<file path="config.mk">
export PLATFORM = sky130hd
export DESIGN_NAME = merge_odd_even_stream
export DESIGN_NICKNAME = d
export VERILOG_FILES = /design/src/rtl/merge_odd_even_stream.sv
export SDC_FILE = /design/constraint.sdc
export NUM_CORES = 1
export LEC_CHECK = 0
export BUFFER_PORTS_ARGS = -buffer_cell sky130_fd_sc_hd__clkbuf_2
export CAP_MARGIN = 20
export CORE_UTILIZATION = 44
export CTS_CLUSTER_SIZE = 16
export DETAILED_ROUTE_END_ITERATION = 7
export HOLD_SLACK_MARGIN = 0.03
export PLACE_DENSITY = 0.62
export SETUP_SLACK_MARGIN = 0.02
export SKIP_LAST_GASP = 1
export SYNTH_ARGS = -nofsm -noshare
export SYNTH_HDL_FRONTEND = slang
export SYNTH_SLANG_ARGS = --single-unit
</file>
<file path="constraint.sdc">
create_clock -name clk -period 3.2 [get_ports clk]
set_input_delay 0.32 -clock clk [delete_from_list [all_inputs] [get_ports clk]]
set_output_delay 0.32 -clock clk [all_outputs]
set_load 0.05 [all_outputs]
</file>
<file path="src/rtl/merge_odd_even_stream.sv">
// merge_odd_even_stream: re-interleaves an even-bit and an odd-bit lane into one word.
// Optional sticky skew event counter output enabled by `MERGE_ODD_EVEN_SKEW_CNT_EN.

module merge_odd_even_fifo #(
  parameter int W     = 10,
  parameter int DEPTH = 4
) (
  input  logic         clk,
  input  logic         arst_n,
  input  logic         clr_i,
  input  logic         wr_i,
  input  logic [W-1:0] wdata_i,
  input  logic         rd_i,
  output logic [W-1:0] rdata_o,
  output logic         full_o,
  output logic         empty_o
);
  localparam int AW = $clog2(DEPTH);

  logic [W-1:0] mem_q [DEPTH];
  logic [AW:0]  wp_q, wp_d;
  logic [AW:0]  rp_q, rp_d;
  logic [AW:0]  one;

  assign one     = {{AW{1'b0}}, 1'b1};
  assign empty_o = (wp_q == rp_q);
  assign full_o  = (wp_q[AW] != rp_q[AW]) &&
                   (wp_q[AW-1:0] == rp_q[AW-1:0]);
  assign rdata_o = mem_q[rp_q[AW-1:0]];

  always_comb begin
    wp_d = wp_q;
    rp_d = rp_q;
    if (clr_i) begin
      wp_d = '0;
      rp_d = '0;
    end else begin
      if (wr_i) wp_d = wp_q + one;
      if (rd_i) rp_d = rp_q + one;
    end
  end

  always_ff @(posedge clk or negedge arst_n) begin
    if (!arst_n) begin
      wp_q <= '0;
      rp_q <= '0;
    end else begin
      wp_q <= wp_d;
      rp_q <= rp_d;
    end
  end

  always_ff @(posedge clk) begin
    if (wr_i && !clr_i) mem_q[wp_q[AW-1:0]] <= wdata_i;
  end
endmodule

module merge_odd_even_stream #(
  parameter int WIDTH = 20,
  parameter int DEPTH = 4
) (
  input  logic               clk,
  input  logic               arst_n,
  input  logic [WIDTH/2-1:0] even_din,
  input  logic               even_valid,
  output logic               even_ready,
  input  logic [WIDTH/2-1:0] odd_din,
  input  logic               odd_valid,
  output logic               odd_ready,
  output logic [WIDTH-1:0]   dout,
  output logic               dout_valid,
  input  logic               dout_ready,
  input  logic               flush,
  output logic               skew_err
`ifdef MERGE_ODD_EVEN_SKEW_CNT_EN
  ,
  output logic [7:0]         skew_cnt
`endif
);
  localparam int HW = WIDTH / 2;

  typedef enum logic {RUN, ERR} state_t;

  state_t          state_q, state_d;
  logic            rdy1_q, rdy2_q;
  logic [WIDTH-1:0] dout_q, dout_d;
  logic            dv_q, dv_d;

  logic [HW-1:0]   e_head, o_head;
  logic [HW-1:0]   e_word, o_word;
  logic [WIDTH-1:0] merged;
  logic            e_full, e_empty;
  logic            o_full, o_empty;
  logic            skew, run_ok;
  logic            e_wr, o_wr;
  logic            e_push, o_push;
  logic            e_rd, o_rd;
  logic            pop;

  // Readys stay low until two edges after reset release.
  assign even_ready = rdy2_q && ((state_q == ERR) || !e_full);
  assign odd_ready  = rdy2_q && ((state_q == ERR) || !o_full);

  assign skew = (state_q == RUN) &&
                ((e_full && o_empty && even_valid) ||
                 (o_full && e_empty && odd_valid));

  assign run_ok = (state_q == RUN) && !flush && !skew;
  assign e_wr   = run_ok && even_valid && even_ready;
  assign o_wr   = run_ok && odd_valid && odd_ready;

  // An empty lane may be satisfied directly by this cycle's write.
  assign pop = run_ok &&
               (!e_empty || e_wr) &&
               (!o_empty || o_wr) &&
               (!dv_q || dout_ready);

  assign e_word = e_empty ? even_din : e_head;
  assign o_word = o_empty ? odd_din : o_head;
  assign e_push = e_wr && !(pop && e_empty);
  assign o_push = o_wr && !(pop && o_empty);
  assign e_rd   = pop && !e_empty;
  assign o_rd   = pop && !o_empty;

  always_comb begin
    merged = '0;
    for (int k = 0; k < HW; k++) begin
      merged[2*k]   = e_word[k];
      merged[2*k+1] = o_word[k];
    end
  end

  merge_odd_even_fifo #(
    .W     (HW),
    .DEPTH (DEPTH)
  ) u_even (
    .clk     (clk),
    .arst_n  (arst_n),
    .clr_i   (flush),
    .wr_i    (e_push),
    .wdata_i (even_din),
    .rd_i    (e_rd),
    .rdata_o (e_head),
    .full_o  (e_full),
    .empty_o (e_empty)
  );

  merge_odd_even_fifo #(
    .W     (HW),
    .DEPTH (DEPTH)
  ) u_odd (
    .clk     (clk),
    .arst_n  (arst_n),
    .clr_i   (flush),
    .wr_i    (o_push),
    .wdata_i (odd_din),
    .rd_i    (o_rd),
    .rdata_o (o_head),
    .full_o  (o_full),
    .empty_o (o_empty)
  );

  always_comb begin
    state_d = state_q;
    dout_d  = dout_q;
    dv_d    = dv_q;
    if (flush) begin
      state_d = RUN;
      dout_d  = '0;
      dv_d    = 1'b0;
    end else if (skew) begin
      state_d = ERR;
      dv_d    = 1'b0;
    end else if (state_q == ERR) begin
      dv_d    = 1'b0;
    end else if (pop) begin
      dout_d  = merged;
      dv_d    = 1'b1;
    end else if (dout_ready) begin
      dv_d    = 1'b0;
    end
  end

  always_ff @(posedge clk or negedge arst_n) begin
    if (!arst_n) begin
      state_q <= RUN;
      dout_q  <= '0;
      dv_q    <= 1'b0;
      rdy1_q  <= 1'b0;
      rdy2_q  <= 1'b0;
    end else begin
      state_q <= state_d;
      dout_q  <= dout_d;
      dv_q    <= dv_d;
      rdy1_q  <= 1'b1;
      rdy2_q  <= rdy1_q;
    end
  end

  assign dout       = dout_q;
  assign dout_valid = dv_q;
  assign skew_err   = (state_q == ERR);

`ifdef MERGE_ODD_EVEN_SKEW_CNT_EN
  logic [7:0] cnt_q;

  always_ff @(posedge clk or negedge arst_n) begin
    if (!arst_n) begin
      cnt_q <= '0;
    end else if (skew && !flush && cnt_q != 8'hFF) begin
      cnt_q <= cnt_q + 8'd1;
    end
  end

  assign skew_cnt = cnt_q;
`endif
endmodule

</file>
Word level (Yosys, flattened, before mapping)
Memory sizes are Yosys's and may differ from the RTL's. Index checks and enable logic that the tools add are counted.

Add/subtract/negate cells: 4. Eq/ne operators: 8. Multiplexer cells: 25. Bitwise logic cells: 1. Reductions and logical operators: 49.

Operators by type and width (count): 20-bit two-way mux (4); 1-bit logical AND (26); 3-bit two-way mux (8); 10-bit two-way mux (2); 3-bit by 1-bit adder with 3-bit output, second input constant (4); 2-bit nonzero test (6); 1-bit two-way mux (11); 1-bit logical NOT (9); 3-bit equality test (2); 1-bit logical OR (6); 5-bit nonzero test (1); 2-bit equality test (2); 2-bit != test, second input constant (2); 3-bit AND reduction (1); 1-bit != test (2); 1-bit inverter (1).

Flip-flop bits (word level): 36. RAM bits: 80. Input bits: 26. Word-level logic and storage cells: 98. Memories: 2.

Memories: u_even.mem_q (words 4, bits a word 10, rd ports 1, clocked after Yosys merged registers in 0, wr ports 1, RTL line 20) `logic [W-1:0] mem_q [DEPTH];`; u_odd.mem_q (words 4, bits a word 10, rd ports 1, clocked after Yosys merged registers in 0, wr ports 1, RTL line 20).

Logic depth before layout (Yosys ltp)
Gate-level depths: netlist of run 1.

Depth after elaboration: 20. Gate-level depth with buffers: 8. Mapped depth without buffers: 5.

Cells and area by module
From an unflattened synthesis of run 1, not the netlist that was laid out.

Cells, all modules: 294. Area total of the unflattened synthesis: 5003.5 um2.

Modules (own cells, without submodules): merge_odd_even_fifo (times used 2, cells an instance 89, area an instance 1838.0 um2, seq. area each 1351.3 um2); merge_odd_even_stream (times used 1, cells an instance 116, area an instance 1327.5 um2, seq. area each 600.6 um2).

Worst setup path before layout of run 1
Ideal clock, no wire load.

Path kind: reg2reg. From: reg u_even.rp_q[2]. To: reg u_even.wp_q[2]. Library setup time: 0.125 ns. Arrival: 2.613 ns. Data required time: 3.075 ns. Setup slack: 0.462 ns. Stages on the path, launching flop included: 6. Cells stage by stage: dfrtp_1 xor2_1 nand3b_1 o221ai_2 nor4_1 mux2_2.

Word-level cells in the longest chain between the ends: 18.

Ends and longest elaborated chain: start: declaration (RTL line 22) `logic [AW:0] rp_q, rp_d;`; start signal: assignment (RTL line 49) `rp_q <= rp_d;`; 1-bit != test (RTL line 27) `assign full_o = (wp_q[AW] != rp_q[AW]) &&`; 1-bit logical AND (RTL line 27); 1-bit logical AND (2 in a row) (RTL line 105) `((e_full && o_empty && even_valid) ||`; 1-bit logical OR (RTL line 105); 1-bit logical AND (RTL line 104) `assign skew = (state_q == RUN) &&`; 1-bit logical NOT (RTL line 108) `assign run_ok = (state_q == RUN) && !flush && !skew;`; 1-bit logical AND (RTL line 108); 1-bit logical AND (2 in a row) (RTL line 109) `assign e_wr = run_ok && even_valid && even_ready;`; 1-bit logical OR (RTL line 114) `(!e_empty || e_wr) &&`; 1-bit logical AND (RTL line 113) `assign pop = run_ok &&`; 1-bit logical AND (RTL line 114); 1-bit logical AND (RTL line 115) `(!o_empty || o_wr) &&`; 1-bit logical AND (RTL line 120) `assign e_push = e_wr && !(pop && e_empty);`; 1-bit logical NOT (RTL line 120); 1-bit logical AND * (RTL line 120); 2-bit nonzero test (no source line) *; end signal: assignment (RTL line 48) `wp_q <= wp_d;`; end: declaration (RTL line 21) `logic [AW:0] wp_q, wp_d;`.

Every way passes the cells marked *; elsewhere a longest branch is shown, timed or not. A chain may end at the register's enable or synchronous reset.

Final worst setup path of run 1
From: reg u_even.wp_q[0]. To: mem u_odd.mem_q[1][3] (enable).

Word-level cells in the longest chain between the ends: 20.

Ends and longest elaborated chain: 2-bit equality test (RTL line 28) `(wp_q[AW-1:0] == rp_q[AW-1:0]);`; 1-bit logical AND (RTL line 27); 1-bit logical AND (2 in a row) (RTL line 105); 1-bit logical OR (RTL line 105); 1-bit logical AND (RTL line 104); 1-bit logical NOT (RTL line 108); 1-bit logical AND (RTL line 108); 1-bit logical AND (2 in a row) (RTL line 109); (+2 left out); 1-bit logical AND (RTL line 114); 1-bit logical AND (RTL line 115); 1-bit logical AND (RTL line 121) `assign o_push = o_wr && !(pop && o_empty);`; 1-bit logical NOT (RTL line 121); 1-bit logical AND * (RTL line 121); 1-bit logical AND * (RTL line 54) `if (wr_i && !clr_i) mem_q[wp_q[AW-1:0]] <= wdata_i;`; 1-bit two-way mux * (RTL line 54); 1-bit two-way mux (not written as such) * (RTL line 54); end: declaration (RTL line 20).

Marks and branches as above.

==> flow_summary.yaml, run 1 <==
outcome:
  status: "finished clean"
route:
  antenna_left: 0
  via_count: 2798
  firstDrtPassIters: 4
  wl_per_cell_um: 19.16
  viasPerCell: 5.340
  finalWirelength_um: 10040
  drc: 0
  drt_iter0_markers: 180
die:
  top_level_ports: 50
  initial_core_util_pct: 45.89
  die_w_um: 109.3
  die_h_um: 109.3
  core_region_area_mm2: 0.01103
  die_area_mm2: 0.01194
  row_count: 38
setup_path:
  timing.rr.end: "u_odd.mem_q[1][3]"
  critPathLaunchType: "flop"
  crit_arrival_ns: 2.77
  path_max_fanout: 10
  worst-setup-path-type: "reg2reg"
  cp.required_ns: 3.23
  ff2ff_setup_slack_ns: 0.46
  r2r-start: "u_even.wp_q[0]"
  endpoint_kind: "flop"
  worstRegToRegCells: 5
timing:
  relSlewSlack_pct: 62.96
  finalSetupViolCount: 0
  period_share_pct: 85.72
  rsz0062_at_grt: "false"
  whs_ns: 0.1659
  final-max-slew-violation-count: 0
  hold_violations: 0
  skew_ns: 0.007293
  worst-slew-pin-transition_ns: 0.5557
  fin_setup_tns_ns: 0
  min_period_ns: 2.743
  fin_ws_ns: 0.4570
  max_freq_mhz: 364.6
global_route:
  grt_use_total_pct: 18.92
  grt_max_degree: 37
  grt_pass1_vias: 2911
  overflow: 0
  antenna_found_initial: 0
  grt_pass1_wl_um: 15860
clock_network:
  cts_buffers: 17
  clk_latency_ns: 0.40
  post_cts_buffers: 0
  htreeDepth: 4
  clk_pin_slew_ns: 0.05
  numClockSinks: 116
  cts_resized: 0
  cts_tree: "yes"
  clk_path_buf_depth: 2
  cts-root-buf: "clkbuf_16"
placement:
  place_congestion: 0.7864
  io_buffer_count: 49
  dp_hpwl_um: 6359
  place_ws_ns: 0.4676
power:
  leakage_nw: 2.456
  pwr_density_cell_mw_per_mm2: 645.1
  vdd.ir_drop.worst_mv: 0.4320
synth:
  yosys_warnings: 0
  syn_avg_cell_area_um2: 16.65
  synthArstFlopShare_pct: 31.03
  syn-num-nets: 340
  synth_area_mm2: 0.005062
  ys_types: 38
  synth-seq-cells: 116
  synth-seq-area-share_pct: 65.25
  synthTopCellsByArea: "edfxtp_1 47%, dfrtp_1 18%, mux2i_1 8.9%"
  synth_edf_count: 80
  yosys.area.top_type: "edfxtp_1"
  ys.flop_type: "edfxtp_1"
  yosysTopAreaCellShare_pct: 47.45
  synthCells: 304
worst_hold_path:
  min_path_cells: 1
  min_to: "u_odd.mem_q[3][4]"
  worstHoldPathType: "in2reg"
  hold_start: "odd_din[4]"
layout:
  drive_above_1_share_pct: 30.21
  syn_to_final_growth_pct: 20.51
  nets: 407
  n_antenna_cell: 0
flow_run:
  max-cap-violations: 0
[sequential cells by signal, indices dropped and copies added, names as in the netlist, 3 cells and up]
signal / flops
u_even.mem_q: 40
u_odd.mem_q: 40
dout: 20
u_even.rp_q: 3
u_even.wp_q: 3
u_odd.rp_q: 3
u_odd.wp_q: 3
[metrics by stage]
stage               instance area [um^2]  cells  utilization, %  power, mW
CTS                                 6071    522           55.04      3.971
finish                              6101    524           55.31      3.935
global route                        6101    524           55.31      4.075
floorplan                           5062    304               -      2.004
global placement                    5497    490           49.83      2.120
detailed placement                  5497    490           49.83      2.126
[per-layer routing]
layer	wire length [um]	track usage (%)	vias to the layer above
met1	4736	25.99	1421
met4	140	6.952	0
met2	4716	28.53	69
met3	447	5.619	14
met5	0	0	-
li1	-	-	1294
[cells in the final DEF (no fill, tap or decap), types with 6 or more instances in the layout]
cell and n:
edfxtp_1 80, and2_1 6, mux2i_1 45, clkbuf_16 17
nor2_1 12, clkbuf_2 49, ha_1 10, dfrtp_1 36
mux4_2 20, buf_4 11, xor2_1 8, nand2b_1 24
[what timing repair did]
| item | CTS | global route |
|---|---|---|
| setup endpoints to repair | 0 | 0 |
| endpoints found under the hold margin | 0 | 9 |
| hold buffers | 0 | 1 |
[cell families after synthesis]
kind of cell / count (synthesis) / synth area share, %
AO/OA/AOI/OAI: 15 / 2.496
XOR/XNOR: 13 / 2.249
adder cells (fa/ha/maj): 10 / 2.472
buffers and inverters: 19 / 1.854
flip-flops: 116 / 65.25
multiplexers: 68 / 18.46
other: 1 / 0.07408
AND/OR/NAND/NOR: 62 / 7.143
[how the worst max path moves through the flow]
stage | startpoint | slack [ns] | cells past startpoint | to
5_1_grt | u_even.wp_q[0] | 0.20 | 5 | u_odd.mem_q[1][3]
4_1_cts | u_even.wp_q[0] | 0.45 | 5 | u_odd.mem_q[1][3]
3_5_place_dp | u_even.wp_q[0] | 0.47 | 5 | u_odd.mem_q[1][1]
2_1_floorplan | u_even.rp_q[2] | 0.46 | 5 | u_even.wp_q[2]
6_report | u_even.wp_q[0] | 0.46 | 5 | u_odd.mem_q[1][3]
3_3_place_gp | u_even.wp_q[0] | 0.59 | 5 | u_odd.mem_q[1][6]
[synthesized netlist by cell type (3+ instances only)]
cell / instances
and2_1: 6
buf_1: 3
buf_6: 3
clkbuf_1: 8
dfrtp_1: 36
edfxtp_1: 80
ha_1: 10
inv_1: 5
mux2_2: 3
mux2i_1: 45
mux4_2: 20
nand2b_1: 24
nand3_1: 3
nor2_1: 12
nor2b_1: 3
nor3_1: 4
xnor2_1: 5
xor2_1: 8
[final cells by class]
cell class              instances  area, um^2
fillers                       883        4930
flip-flops and latches        116        3303
multi-input cells             169        1672
clock buffers                  20       436.7
repair buffers                 62       357.8
well taps                     140       175.2
clock inverters                12       137.6
inverters                       5       18.77
[where the power goes]
| part | internal, mW | switching (mW) |
|---|---|---|
| logic | 0.146 | 0.271 |
| clock network | 1.21 | 0.628 |
| registers | 1.66 | 0.0261 |
[worst max-delay path, cell delays in order (launching register included)]
cell and delay, ns:
dfrtp_1 0.44, xnor2_1 0.32, nand3b_1 0.34, o211a_1 0.35, nor4_2 0.38, and2_1 0.55
Power figures use the tool's default switching activity.
==> run 2: changes to the inputs <==
BUFFER_PORTS_ARGS = -buffer_cell sky130_fd_sc_hd__buf_2   (was -buffer_cell sky130_fd_sc_hd__clkbuf_2)
==> run 2 against run 1 <==
Clock power increased by 2%; worst hold slack worse by 0.13 ns; sequential power barely moved; critical endpoint is now u_odd.mem_q[0][6]; flip-flop and latch count unchanged; via count shrank 1.3%; register-to-register slack better by 0.10 ns.
==> flow_summary.yaml, run 2 (same netlist as run 1, synthesis figures left out) <==
setup_path:
  cp.required_ns: 3.24
  crit_arrival_ns: 2.68
  endpoint: "u_odd.mem_q[0][6]"
  worstRegToRegCells: 5
  critPathLaunchType: "flop"
  timing.rr.end: "u_odd.mem_q[0][6]"
  endpoint_kind: "flop"
  worst-setup-path-type: "reg2reg"
  cp-startpoint: "u_even.wp_q[0]"
  critPathSlowestCell: "and2_1"
  ff2ff_setup_slack_ns: 0.56
  r2r-start: "u_even.wp_q[0]"
  cp_cell_sequence: "xnor2_1 -> nand3b_1 -> o211a_1 -> nor4_2 -> and2_1"
  path_max_fanout: 10
  slowest_delay_ns: 0.53
layout:
  final_util_pct: 55.22
  syn_to_final_growth_pct: 20.32
  final_cell_mix: "80 x edfxtp_1, 49 x buf_2, 45 x mux2i_1"
  nets: 405
  drive_above_1_share_pct: 30.63
  fill_cells: 892
  n_antenna_cell: 0
  mostFrequentLayoutCell: "edfxtp_1"
clock_network:
  cts_tree: "yes"
  htreeDepth: 4
  cts_buffers: 17
  ctsHoldBuffers: 0
  post_cts_buffers: 0
  clk_latency_ns: 0.41
  cts-root-buf: "clkbuf_16"
  numClockSinks: 116
  cts_resized: 0
  clk_pin_slew_ns: 0.05
  clk_path_buf_depth: 2
global_route:
  grt_pass1_wl_um: 15300
  grt_max_degree: 37
  grt_pass1_vias: 2905
  grt_use_total_pct: 18.22
  overflow: 0
  antenna_found_initial: 0
die:
  core_region_area_mm2: 0.01103
  die_w_um: 109.3
  row_count: 38
  initial_core_util_pct: 45.89
  die_area_mm2: 0.01194
  die_h_um: 109.3
  top_level_ports: 50
timing:
  period_share_pct: 82.51
  skew_ns: 0.006238
  fin_setup_tns_ns: 0
  rsz0062_at_grt: "false"
  worst-slew-pin-transition_ns: 0.8873
  max_freq_mhz: 378.7
  hold_violations: 0
  final-max-slew-violation-count: 0
  finalSetupViolCount: 0
  min_period_ns: 2.640
  relSlewSlack_pct: 40.84
route:
  wl_met1_um: 4584
  finalWirelength_um: 9552
  antenna_left: 0
  via_count: 2763
  drc: 0
  top_layer_used: "met4"
  wl_per_cell_um: 18.30
  drt_iter0_markers: 157
  wl_met2_um: 4179
  viasPerCell: 5.293
  firstDrtPassIters: 5
  routed-wl-met3_um: 532
placement:
  dp_hpwl_um: 6207
  place_congestion: 0.7546
  io_buffer_count: 49
power:
  vdd.ir_drop.worst_mv: 0.2816
  leakage_nw: 2.465
  pwr_density_cell_mw_per_mm2: 651.8
flow_run:
  max-cap-violations: 0
outcome:
  status: "finished clean"
worst_hold_path:
  worstHoldPathType: "in2async"
## run 2: changes by cell type in the layout (fill, tap and decap cells not counted), sizes merged
cell	before	now
clkbuf	69	22
dlygate4sd3	1	0
clkinv	7	5
buf	12	60
## run 2: stage by stage
| stage | std cells | total power [mW] | area (um^2) | hold WS [ns] | worst slack, ns |
|---|---|---|---|---|---|
| after floorplan | 304 | 2.004 | 5062 | 0.02441 | 0.4621 |
| final | 522 | 3.970 | 6091 | 0.03426 | 0.5597 |
| after global routing | 522 | 4.112 | 6091 | 0.1097 | 0.3381 |
| after CTS | 522 | 4.010 | 6091 | 0.06800 | 0.5474 |
| after detailed placement | 490 | 2.125 | 5497 | 0.3418 | 0.5604 |
| after global placement | 490 | 2.118 | 5497 | 0.3491 | 0.6308 |
## run 2: final cells by class
type	count	area (um^2)	area share [%]
Tap cell	140	175.2	2.876
Timing Repair Buffer	60	327.8	5.382
Sequential cell	116	3303	54.23
Multi-Input combinational cell	169	1672	27.44
Clock inverter	10	130.1	2.136
Clock buffer	22	464.2	7.621
Inverter	5	18.77	0.3081
## run 2: worst min-delay path by stage
stage / end / slack, ns / depth (start not counted)
4_1_cts: u_odd.rp_q[2] / 0.07 / 1
6_report: dout[8] / 0.03 / 1
2_1_floorplan: dout[0] / 0.02 / 0
5_1_grt: dout[8] / 0.11 / 1
3_3_place_gp: rdy2_q / 0.35 / 0
3_5_place_dp: rdy2_q / 0.34 / 0
## run 2: where the power goes
part,total [mW],internal [mW],switching (mW)
combinational,0.412,0.143,0.270
clock,1.88,1.26,0.623
sequential,1.68,1.66,0.0239
total,3.97,3.05,0.916
## run 2: critical path: cells and delay by family, from the launching register on
| kind | cells | cell delay (ns) |
|---|---|---|
| AOI/OAI and AO/OA | 1 | 0.32 |
| xor gates and xnor gates | 1 | 0.33 |
| DFF | 1 | 0.44 |
| and+or+nand+nor | 3 | 1.18 |
## run 2: routing by layer
layer / vias up / global-route usage [%]
met5: - / 0
met4: 0 / 9.619
met3: 21 / 5.858
met2: 76 / 25.65
met1: 1370 / 25.14
li1: 1296 / -
